===== src/rtl/mmd_ratio_ctrl_pkg.sv =====
// mmd_ratio_ctrl_pkg: shared widths, enums and the divider clamp helper
// for the MMD division-ratio scheduler.
package mmd_ratio_ctrl_pkg;

    localparam int DIVNUM_W = 9;
    localparam int SUM_W    = 11;

    typedef enum logic [1:0] {
        MODE_INT    = 2'd0,
        MODE_MASH1  = 2'd1,
        MODE_MASH11 = 2'd2
    } mode_e;

    typedef enum logic [1:0] {
        IDLE = 2'd0,
        LOAD = 2'd1,
        RUN  = 2'd2
    } state_e;

    typedef struct packed {
        logic                hit;
        logic [DIVNUM_W-1:0] value;
    } clamp_t;

    // Reserved mode encoding 3 runs as plain integer division.
    function automatic mode_e decode_mode(input logic [1:0] raw);
        case (raw)
            2'd1:    return MODE_MASH1;
            2'd2:    return MODE_MASH11;
            default: return MODE_INT;
        endcase
    endfunction

    // Signed ratio limited to [lo, hi]; hit flags that limiting took place.
    function automatic clamp_t clamp_div(input logic signed [SUM_W-1:0] sum,
                                         input logic [DIVNUM_W-1:0]     lo,
                                         input logic [DIVNUM_W-1:0]     hi);
        clamp_t r;
        r.hit   = 1'b0;
        r.value = sum[DIVNUM_W-1:0];
        if (sum < $signed(SUM_W'(lo))) begin
            r.hit   = 1'b1;
            r.value = lo;
        end else if (sum > $signed(SUM_W'(hi))) begin
            r.hit   = 1'b1;
            r.value = hi;
        end
        return r;
    endfunction

endpackage


===== src/rtl/mmd_ratio_ctrl_if.sv =====
// mmd_ratio_ctrl_if: ratio configuration bus (valid/ready handshake plus
// mode, integer and fractional ratio words).
interface mmd_ratio_ctrl_if #(
    parameter int FRAC_W = 16
);
    import mmd_ratio_ctrl_pkg::*;

    logic                CFG_VALID;
    logic                CFG_READY;
    logic [1:0]          CFG_MODE;
    logic [DIVNUM_W-1:0] CFG_NINT;
    logic [FRAC_W-1:0]   CFG_NFRAC;

    modport master (
        output CFG_VALID,
        output CFG_MODE,
        output CFG_NINT,
        output CFG_NFRAC,
        input  CFG_READY
    );

    modport slave (
        input  CFG_VALID,
        input  CFG_MODE,
        input  CFG_NINT,
        input  CFG_NFRAC,
        output CFG_READY
    );

endinterface


===== src/rtl/mmd_ratio_ctrl_mash.sv =====
// mmd_mash_acc: one modular FRAC_W-bit accumulator stage of the MASH
// modulator. sum/carry are the combinational result of this edge's add,
// so a following stage can chain on the updated value in the same cycle.
module mmd_mash_acc #(
    parameter int FRAC_W = 16
) (
    input  logic              CKVD,
    input  logic              NARST,
    input  logic              clr,
    input  logic              en,
    input  logic              cin,
    input  logic [FRAC_W-1:0] din,
    output logic [FRAC_W-1:0] sum,
    output logic              carry
);

    logic [FRAC_W-1:0] acc_q;
    logic [FRAC_W:0]   total;

    // Extra carry-in lets a dither bit ride on the input without overflowing din.
    assign total = {1'b0, acc_q} + {1'b0, din} + {{FRAC_W{1'b0}}, cin};
    assign sum   = total[FRAC_W-1:0];
    assign carry = total[FRAC_W];

    // Accumulator register: clear has priority over stepping.
    always_ff @(posedge CKVD or negedge NARST) begin
        if (!NARST) begin
            acc_q <= '0;
        end else if (clr) begin
            acc_q <= '0;
        end else if (en) begin
            acc_q <= sum;
        end
    end

endmodule


===== src/rtl/mmd_ratio_ctrl.sv =====
// mmd_ratio_ctrl: division-ratio scheduler for the 9-bit MMD in the PLL
// feedback path. One DIVNUM word per divided cycle, integer / MASH-1 /
// MASH-1-1 modulation, output clamped to [DIV_MIN, DIV_MAX].
// Optional build macro: MMD_RATIO_CTRL_DITHER_EN adds a 15-bit LFSR whose
// output is injected into the LSB of the first accumulator in MASH modes.
//
// state | meaning
// IDLE  | after reset, DIVNUM held at DIV_DEFAULT, ready for a config
// LOAD  | one edge: accumulators cleared, DIVNUM <= clamp(nint)
// RUN   | modulator steps every edge; a new config restarts via LOAD
module mmd_ratio_ctrl
    import mmd_ratio_ctrl_pkg::*;
#(
    parameter int                  FRAC_W      = 16,
    parameter logic [DIVNUM_W-1:0] DIV_MIN     = 9'd4,
    parameter logic [DIVNUM_W-1:0] DIV_MAX     = 9'd511,
    parameter logic [DIVNUM_W-1:0] DIV_DEFAULT = 9'd16
) (
    input  logic                CKVD,
    input  logic                NARST,
    mmd_ratio_ctrl_if.slave     cfg,
    output logic [DIVNUM_W-1:0] DIVNUM,
    output logic                SAT,
    output logic                RUNNING
);

    state_e                     state_q;
    state_e                     state_d;
    logic                       cfg_ready;
    logic                       accept;

    mode_e                      mode_q;
    logic [DIVNUM_W-1:0]        nint_q;
    logic [FRAC_W-1:0]          nfrac_q;

    logic                       mash_mode;
    logic                       acc_clr;
    logic                       acc_en;
    logic                       dither_bit;
    logic [FRAC_W-1:0]          acc1_sum;
    logic [FRAC_W-1:0]          unused_acc2_sum;
    logic                       c1;
    logic                       c2;
    logic                       c2_d_q;

    logic signed [SUM_W-1:0]    y;
    logic signed [SUM_W-1:0]    y_eff;
    logic signed [SUM_W-1:0]    ratio_sum;
    clamp_t                     clamp_res;

    logic [DIVNUM_W-1:0]        divnum_q;
    logic                       sat_q;

    // Ready is withheld only during the single LOAD edge.
    assign cfg_ready     = (state_q != LOAD);
    assign cfg.CFG_READY = cfg_ready;
    assign accept        = cfg.CFG_VALID && cfg_ready;

    // State register.
    always_ff @(posedge CKVD or negedge NARST) begin
        if (!NARST) begin
            state_q <= IDLE;
        end else begin
            state_q <= state_d;
        end
    end

    // Next-state logic: any acceptance restarts through LOAD; RUN is terminal.
    always_comb begin
        state_d = state_q;
        unique case (state_q)
            IDLE:    if (accept) state_d = LOAD;
            LOAD:    state_d = RUN;
            RUN:     if (accept) state_d = LOAD;
            default: state_d = IDLE;
        endcase
    end

    // Configuration capture on each accepted handshake.
    always_ff @(posedge CKVD or negedge NARST) begin
        if (!NARST) begin
            mode_q  <= MODE_INT;
            nint_q  <= '0;
            nfrac_q <= '0;
        end else if (accept) begin
            mode_q  <= decode_mode(cfg.CFG_MODE);
            nint_q  <= cfg.CFG_NINT;
            nfrac_q <= cfg.CFG_NFRAC;
        end
    end

    assign mash_mode = (mode_q == MODE_MASH1) || (mode_q == MODE_MASH11);
    assign acc_clr   = (state_q == LOAD);
    assign acc_en    = (state_q == RUN) && mash_mode;

`ifdef MMD_RATIO_CTRL_DITHER_EN
    logic [14:0] lfsr_q;

    // x^15 + x^14 + 1 Fibonacci LFSR, advanced once per RUN edge.
    always_ff @(posedge CKVD or negedge NARST) begin
        if (!NARST) begin
            lfsr_q <= 15'h0001;
        end else if (state_q == RUN) begin
            lfsr_q <= {lfsr_q[13:0], lfsr_q[14] ^ lfsr_q[13]};
        end
    end

    assign dither_bit = lfsr_q[14] & mash_mode;
`else
    assign dither_bit = 1'b0;
`endif

    mmd_mash_acc #(.FRAC_W(FRAC_W)) u_acc1 (
        .CKVD  (CKVD),
        .NARST (NARST),
        .clr   (acc_clr),
        .en    (acc_en),
        .cin   (dither_bit),
        .din   (nfrac_q),
        .sum   (acc1_sum),
        .carry (c1)
    );

    // Second stage integrates the first stage's updated value.
    mmd_mash_acc #(.FRAC_W(FRAC_W)) u_acc2 (
        .CKVD  (CKVD),
        .NARST (NARST),
        .clr   (acc_clr),
        .en    (acc_en),
        .cin   (1'b0),
        .din   (acc1_sum),
        .sum   (unused_acc2_sum),
        .carry (c2)
    );

    // Delayed second-stage carry for the MASH-1-1 differentiator.
    always_ff @(posedge CKVD or negedge NARST) begin
        if (!NARST) begin
            c2_d_q <= 1'b0;
        end else if (state_q == LOAD) begin
            c2_d_q <= 1'b0;
        end else if (state_q == RUN) begin
            c2_d_q <= c2;
        end
    end

    // Modulator offset y in -1..+2 for the current mode.
    always_comb begin
        y = '0;
        unique case (mode_q)
            MODE_MASH1:  y = SUM_W'(c1);
            MODE_MASH11: y = SUM_W'(c1) + SUM_W'(c2) - SUM_W'(c2_d_q);
            default:     y = '0;
        endcase
    end

    // LOAD presents the bare integer ratio; RUN adds the modulator offset.
    assign y_eff     = (state_q == LOAD) ? '0 : y;
    assign ratio_sum = $signed(SUM_W'(nint_q)) + y_eff;
    assign clamp_res = clamp_div(ratio_sum, DIV_MIN, DIV_MAX);

    // DIVNUM and sticky SAT; a same-edge acceptance clear beats a clamp set.
    always_ff @(posedge CKVD or negedge NARST) begin
        if (!NARST) begin
            divnum_q <= DIV_DEFAULT;
            sat_q    <= 1'b0;
        end else begin
            if (state_q != IDLE) begin
                divnum_q <= clamp_res.value;
            end
            if (accept) begin
                sat_q <= 1'b0;
            end else if ((state_q != IDLE) && clamp_res.hit) begin
                sat_q <= 1'b1;
            end
        end
    end

    assign DIVNUM  = divnum_q;
    assign SAT     = sat_q;
    assign RUNNING = (state_q == RUN);

endmodule

===== src/flat_wrapper.sv =====
// flat-port wrapper written by rule: the top's interface ports become plain ports
module mmd_ratio_ctrl_flat import mmd_ratio_ctrl_pkg::*;
#(
    parameter int                  FRAC_W      = 16,
    parameter logic [DIVNUM_W-1:0] DIV_MIN     = 9'd4,
    parameter logic [DIVNUM_W-1:0] DIV_MAX     = 9'd511,
    parameter logic [DIVNUM_W-1:0] DIV_DEFAULT = 9'd16
)
  (CKVD, NARST, DIVNUM, SAT, RUNNING, cfg_CFG_VALID, cfg_CFG_MODE, cfg_CFG_NINT, cfg_CFG_NFRAC, cfg_CFG_READY);
  mmd_ratio_ctrl_if #(.FRAC_W(FRAC_W)) cfg_i ();
  input  logic CKVD;
  input  logic NARST;
  output logic [DIVNUM_W-1:0] DIVNUM;
  output logic SAT;
  output logic RUNNING;
  input wire logic [$bits(cfg_i.CFG_VALID)-1:0] cfg_CFG_VALID;
  input wire logic [$bits(cfg_i.CFG_MODE)-1:0] cfg_CFG_MODE;
  input wire logic [$bits(cfg_i.CFG_NINT)-1:0] cfg_CFG_NINT;
  input wire logic [$bits(cfg_i.CFG_NFRAC)-1:0] cfg_CFG_NFRAC;
  output wire logic [$bits(cfg_i.CFG_READY)-1:0] cfg_CFG_READY;
  assign cfg_i.CFG_VALID = cfg_CFG_VALID;
  assign cfg_i.CFG_MODE = cfg_CFG_MODE;
  assign cfg_i.CFG_NINT = cfg_CFG_NINT;
  assign cfg_i.CFG_NFRAC = cfg_CFG_NFRAC;
  assign cfg_CFG_READY = cfg_i.CFG_READY;
  mmd_ratio_ctrl #(.FRAC_W(FRAC_W), .DIV_MIN(DIV_MIN), .DIV_MAX(DIV_MAX), .DIV_DEFAULT(DIV_DEFAULT)) u_core (.CKVD(CKVD), .NARST(NARST), .cfg(cfg_i), .DIVNUM(DIVNUM), .SAT(SAT), .RUNNING(RUNNING));
endmodule

===== config.mk =====
export PLATFORM = sky130hd
export DESIGN_NAME = mmd_ratio_ctrl_flat
export DESIGN_NICKNAME = d
export VERILOG_FILES = /design/src/rtl/mmd_ratio_ctrl_pkg.sv /design/src/rtl/mmd_ratio_ctrl_if.sv /design/src/rtl/mmd_ratio_ctrl_mash.sv /design/src/rtl/mmd_ratio_ctrl.sv /design/src/flat_wrapper.sv
export SDC_FILE = /design/constraint.sdc
export NUM_CORES = 1
export LEC_CHECK = 0
export ABC_AREA = 1
export BUFFER_PORTS_ARGS = -buffer_cell sky130_fd_sc_hd__buf_2
export CAP_MARGIN = 20
export CORE_ASPECT_RATIO = 1.2
export CORE_MARGIN = 10
export CORE_UTILIZATION = 55
export CTS_CLUSTER_SIZE = 16
export DETAILED_ROUTE_END_ITERATION = 16
export GPL_TIMING_DRIVEN = 1
export PLACE_DENSITY = 0.73
export SYNTH_ARGS = -nofsm -noshare
export SYNTH_HDL_FRONTEND = slang
export SYNTH_SLANG_ARGS = --single-unit

===== constraint.sdc =====
create_clock -name CKVD -period 6.38 [get_ports CKVD]
set_clock_uncertainty 0.2 [all_clocks]
set_input_delay 0.319 -clock CKVD [delete_from_list [all_inputs] [get_ports CKVD]]
set_output_delay 0.319 -clock CKVD [all_outputs]
set_load 0.005 [all_outputs]

### After elaboration in Yosys (flattened, before gate mapping)

Index checks and enable logic that the tools add are counted.

| operators by class | value |
|---|---|
| bitwise logic cells | 0 |
| div/mod/pow operators | 0 |
| equal/unequal tests | 8 |
| $mul | 0 |
| add/subtract/negate cells | 5 |
| muxes and demuxes | 15 |
| reduce and logical (&&, ||, !) cells | 10 |
| magnitude comparators | 2 |
| shift operators | 0 |

Operators by type and width:

| kind | number |
|---|---|
| $mux W16 | 4 |
| $add A16 B16 Y17 | 2 |
| $pmux W11 S2 | 1 |
| $mux W10 | 2 |
| $add A10 B11 Y11 | 1 |
| $gt A11 B10 Y1 const B | 1 |
| $lt A11 B4 Y1 const B | 1 |
| $mux W11 | 1 |
| $sub A11 B1 Y11 | 1 |
| $pmux W2 S2 | 2 |
| $reduce_bool A2 Y1 | 4 |
| $eq A2 B1 Y1 const B | 3 |
| $eq A2 B2 Y1 const B | 3 |
| $mux W1 | 4 |
| $ne A2 B1 Y1 const B | 2 |
| $logic_and A1 B1 Y1 | 3 |
| $add A1 B1 Y2 | 1 |
| $logic_not A2 Y1 | 1 |
| $mux W2 | 1 |
| $reduce_or A2 Y1 | 1 |
| $logic_or A1 B1 Y1 | 1 |

| word-level totals | value |
|---|---|
| memories | 0 |
| RAM bits | 0 |
| logic and storage cells | 49 |
| latch bits | 0 |
| bits in registers | 72 |
| input bits | 30 |
| ROM bits | 0 |

### Logic depth before layout (Yosys ltp)

| depth | value |
|---|---|
| word-level depth | 13 |
| depth in mapped cells | 38 |
| mapped depth without buffers | 38 |

### Cells and area by module

A second synthesis with hierarchy kept.

| second synthesis, totals | value |
|---|---|
| cell total of the unflattened synthesis | 834 |
| area total of the unflattened synthesis | 5,626.6 um^2 |

Modules (own cells, without submodules):

| module | area each (um^2) | sequential area each (um^2) | times used | cells each |
|---|---|---|---|---|
| mmd_ratio_ctrl | 2,419.8 | 1,002.2 | 1 | 327 |
| mmd_mash_acc (u_core.u_acc2) | 1,617.8 | 400.4 | 1 | 253 |
| mmd_mash_acc (u_core.u_acc1) | 1,589.0 | 400.4 | 1 | 254 |

### Least setup slack after synthesis

OpenSTA, ideal clock, no wires.

| path | value |
|---|---|
| path type | reg-to-reg |
| start point | register u_core.u_acc1.acc_q[0] |
| end point | register u_core.divnum_q[0] (netlist: u_core.DIVNUM[0]) |
| arrival | 4.628 ns |
| cell stages (with the launch flop) | 39 |
| period minus slack after synthesis | 4.947 ns |
| slack | 1.433 ns |
| path buffers | 0 |
| cells stage by stage | dfrtp_1 > ha_1 > inv_1 > fa_1 > inv_1 > nand2_1 > nand2_1 > a21oi_2 > o21bai_1 > nand4_1 > nand2_1 > nand2_1 > and2_1 > ha_1 > inv_1 > nor3_1 > o21ai_0 > nand4_1 > (+3 left out) > o21ai_0 > ha_1 > inv_1 > fa_1 > inv_1 > nand2_1 > nand2_1 > nand4_2 > nand2_2 > nand2_2 > nand2_2 > nand2_1 > nand2_1 > inv_2 > nand2_2 > nand2_4 > nand3_1 > nand2_1 |

| on the way | value |
|---|---|
| longest elaborated chain between the ends | 10 |
| elaborated cells on any way between the ends | 11 |
| classes of those cells | add/sub: 5; order compare: 2; mux: 4 |

RTL lines:

| element | line | RTL |
|---|---|---|
| from (decl) | mmd_ratio_ctrl_mash.sv:17 | `logic [FRAC_W-1:0] acc_q;` |
| from (signal assigned) | mmd_ratio_ctrl_mash.sv:32 | `acc_q <= sum;` |
| $add A16 B16 Y17 (*) | mmd_ratio_ctrl_mash.sv:21 | `assign total = {1'b0, acc_q} + {1'b0, din} + {{FRAC_W{1'b0}}, cin};` |
| $add A16 B16 Y17 | mmd_ratio_ctrl_mash.sv:21 |  |
| $add A1 B1 Y2 | mmd_ratio_ctrl.sv:152 | `MODE_MASH11: y = SUM_W'(c1) + SUM_W'(c2) - SUM_W'(c2_d_q);` |
| $sub A11 B1 Y11 | mmd_ratio_ctrl.sv:152 |  |
| $pmux W11 S2 (*) | mmd_ratio_ctrl.sv:150 | `unique case (mode_q)` |
| $mux W11 (*) | mmd_ratio_ctrl.sv:158 | `assign y_eff = (state_q == LOAD) ? '0 : y;` |
| $add A10 B11 Y11 (*) | mmd_ratio_ctrl.sv:159 | `assign ratio_sum = $signed(SUM_W'(nint_q)) + y_eff;` |
| $gt A11 B10 Y1 | mmd_ratio_ctrl_pkg.sv:44 | `end else if (sum > $signed(SUM_W'(hi))) begin` |
| $mux W10 | mmd_ratio_ctrl_pkg.sv:44 |  |
| $mux W10 (*) | mmd_ratio_ctrl_pkg.sv:41 | `if (sum < $signed(SUM_W'(lo))) begin` |
| to (signal assigned) | mmd_ratio_ctrl.sv:169 | `divnum_q <= clamp_res.value;` |
| to (decl) | mmd_ratio_ctrl.sv:51 | `logic [DIVNUM_W-1:0] divnum_q;` |

Mark *: on every way between the ends. The rest lies on a longest branch, timed or not.
A chain may end at the register's enable or synchronous reset.

### Worst setup path after layout

| path | value |
|---|---|
| start point | register u_core.nfrac_q[0] |
| end point | register u_core.divnum_q[0] (netlist: u_core.DIVNUM[0]) |

| on the way | value |
|---|---|
| longest elaborated chain between the ends | 10 |
| elaborated cells on any way between the ends | 11 |
| classes of those cells | add/sub: 5; order compare: 2; mux: 4 |

RTL lines:

| element | line | RTL |
|---|---|---|
| from (decl) | mmd_ratio_ctrl.sv:34 | `logic [FRAC_W-1:0] nfrac_q;` |
| from (signal assigned) | mmd_ratio_ctrl.sv:88 | `nfrac_q <= cfg.CFG_NFRAC;` |
| $add A16 B16 Y17 (*) | mmd_ratio_ctrl_mash.sv:21 |  |
| $add A16 B16 Y17 | mmd_ratio_ctrl_mash.sv:21 |  |
| $add A1 B1 Y2 | mmd_ratio_ctrl.sv:152 |  |
| $sub A11 B1 Y11 | mmd_ratio_ctrl.sv:152 |  |
| $pmux W11 S2 (*) | mmd_ratio_ctrl.sv:150 |  |
| $mux W11 (*) | mmd_ratio_ctrl.sv:158 |  |
| $add A10 B11 Y11 (*) | mmd_ratio_ctrl.sv:159 |  |
| $gt A11 B10 Y1 | mmd_ratio_ctrl_pkg.sv:44 |  |
| $mux W10 | mmd_ratio_ctrl_pkg.sv:44 |  |
| $mux W10 (*) | mmd_ratio_ctrl_pkg.sv:41 |  |

Marks and branches as above.

==> metrics.yaml <==
antenna_found_initial: 0
fin_ws_ns: 0.672
via_per_inst: 5.24
clk_path_buf_depth: 2
r2r_slack_ns: 0.67
synth_xor_area_frac: 0.0270
numCtsBuffers: 9
post_cts_resized: 0
nets: 817
synth_top_family_by_area: "simple AND/OR/NAND/NOR gates"
worstSetupStartpointType: "flip-flop"
crit_path_end_kind: "flip-flop"
hold_class: "primary input to asynchronous set/reset pin"
cp_max_fo: 8
muxShareOfSynthArea: 0
h-tree-depth: 3
yosysTopAreaCellShare: 0.352
timing.fmax_mhz: 175
cp_slowest_cell: "fa_1"
peakVddDrop_v: 0.000198
cp_top_family: "simple AND/OR/NAND/NOR gates"
diodes: 0
grt_pass1_wl_um: 21000
ys_warn_count: 0
drt_iter0_drc: 168
ys_top_cells_by_area: "dfrtp_1, nand2_1, ha_1"
syn_to_final_growth_pct: 17.1
final_common_cell: "nand2_1"
coreArea_sq_mm: 0.00899
yosys.area.top_type: "dfrtp_1"
start_util: 0.562
postRouteWirelength_um: 12300
crit_arrival_ns: 5.76
die_w_um: 107
dpl.hpwl_um: 8850
path_clk_slew_ns: 0.08
hold_buffers: 25
clock-sinks: 72
report.final.setup_viol: 0
cp_slowest_stage_delay_ns: 0.40
final_cell_mix: "nand2_1, inv_1, dfrtp_1, ha_1, buf_2"
nFillCells: 763
synthSimpleGateAreaFrac: 0.279
status: "complete, but fails checks"
ant_nets: 0
whs_ns: -0.0337
final.min_clock_period_ns: 5.71
pre_cts_slack_ns: 0.690
synth_compound_area_frac: 0.130
synth_cells: 662
p_leak_nw: 3.33
rsz0062_at_grt: "no"
synthAdderAreaFrac: 0.138
synthesis.area_sq_mm: 0.00505
dpl_cell_area_sq_mm: 0.00538
die-area_sq_mm: 0.0134
final_area_sq_mm: 0.00591
period_share: 0.895
relSlewSlack: 0.374
ys_seq_elements: 72
post_cts_buffers: 0
power_density_mw_per_mm2: 442
placementRows: 38
via_count: 4494
timing.final.max_slew_violations: 0
drc: 0
grt_pass1_vias: 4573
violations: "negative hold slack"
grt_max_degree: 73
drt-wirelength-per-cell_um: 14.3
tns_ns: 0
ios: 42
critPathBufInv: 7
numPortBuffers: 41
drive_gt1_frac: 0.141
clk_latency_ns: 0.36
worstMarginPinSlew_ns: 0.939
synth_fp_nets: 746
syn_avg_cell_area_sq_um: 7.63
cts-root-buf: "clkbuf_8"
final_util: 0.658
fp.dieH_um: 125
grt-ovfl-total: 0
required_ns: 6.43
final_hold_viol_count: 23
crit_top_cell: "nand2_1"
worst-setup-path-type: "flip-flop to flip-flop"
drtPass1Iterations: 5
cap_violations: 0
yosysSeqAreaShare: 0.357
ys_types: 43
place_congestion: 0.915
grt_use_total: 0.189
cts_tree: "yes"
worst paths after layout:
kind                              startpoint                      end  depth (start not counted)
max                        u_core.nfrac_q[0]         u_core.DIVNUM[0]                         38
min                                    NARST  u_core.u_acc2.acc_q[10]                          2
max reg2reg                u_core.nfrac_q[0]         u_core.DIVNUM[0]                         38
min reg2reg                 u_core.DIVNUM[4]         u_core.DIVNUM[4]                          2
max in group asynchronous              NARST         u_core.DIVNUM[7]                          2
min in group CKVD            cfg_CFG_NINT[1]         u_core.nint_q[1]                          3
report_power, final:
part | leakage [nW] | switching, mW | internal [mW] | total [mW]
Sequential | 0.940 | 0.110 | 0.629 | 0.739
Clock | 0.106 | 0.184 | 0.230 | 0.414
Combinational | 2.28 | 0.923 | 0.535 | 1.46
Total | 3.33 | 1.22 | 1.39 | 2.61
registers in the layout (all words and copies together), names as in the netlist:
| name | cells |
|---|---|
| u_core.DIVNUM | 9 |
| u_core.SAT | 1 |
| u_core.c2_d_q | 1 |
| u_core.mode_q | 2 |
| u_core.nfrac_q | 16 |
| u_core.nint_q | 9 |
| u_core.state_q | 2 |
| u_core.u_acc1.acc_q | 16 |
| u_core.u_acc2.acc_q | 16 |
synth_stat cells, drive strengths merged:
cell type  instances
a211oi             3
a21boi             1
a21o               3
a21oi             37
a221oi             2
a22o              10
a32o               1
and2               2
buf                2
clkbuf             9
clkinv             4
dfrtp             71
dfstp              1
fa                 3
ha                51
inv               76
nand2            250
nand3             41
nand3b             1
nand4              6
nor2              27
nor3               3
o21a               1
o21ai             32
o21bai             6
o22ai              2
o31ai              2
or2                2
xnor2              5
xor2               8
per-stage QoR:
step	power, mW	cells
6_report	2.61	858
5_1_grt	2.85	858
4_1_cts	2.59	856
3_5_place_dp	2.15	815
3_3_place_gp	2.11	815
2_1_floorplan	1.79	662
cell families (layout without fill, tap and decap cells):
family,Yosys count,after routing
xor gates and xnor gates,13,13
adders and majority gates,54,54
AOI/OAI and AO/OA,100,100
DFF,72,72
and+or+nand+nor,332,332
buffers and inverters,91,167
per-layer routing:
layer	global-route usage	share of wire	wire length [um]
met5	0	0	0
met4	0.0795	0.023	279
met1	0.231	0.44	5410
met3	0.0365	0.036	445
met2	0.316	0.50	6140
area by class of cell:
cell class                      instances  area (sq um)  share of cell area
Multi-Input combinational cell        499          2900               0.491
Sequential cell                        72          1800               0.305
Clock inverter                          5          80.1              0.0136
Timing Repair Buffer                   71           533              0.0902
Clock buffer                           11           141              0.0239
Inverter                               80           300              0.0508
Tap cell                              120           150              0.0254
No activity file was read; power rests on OpenSTA's default activity.
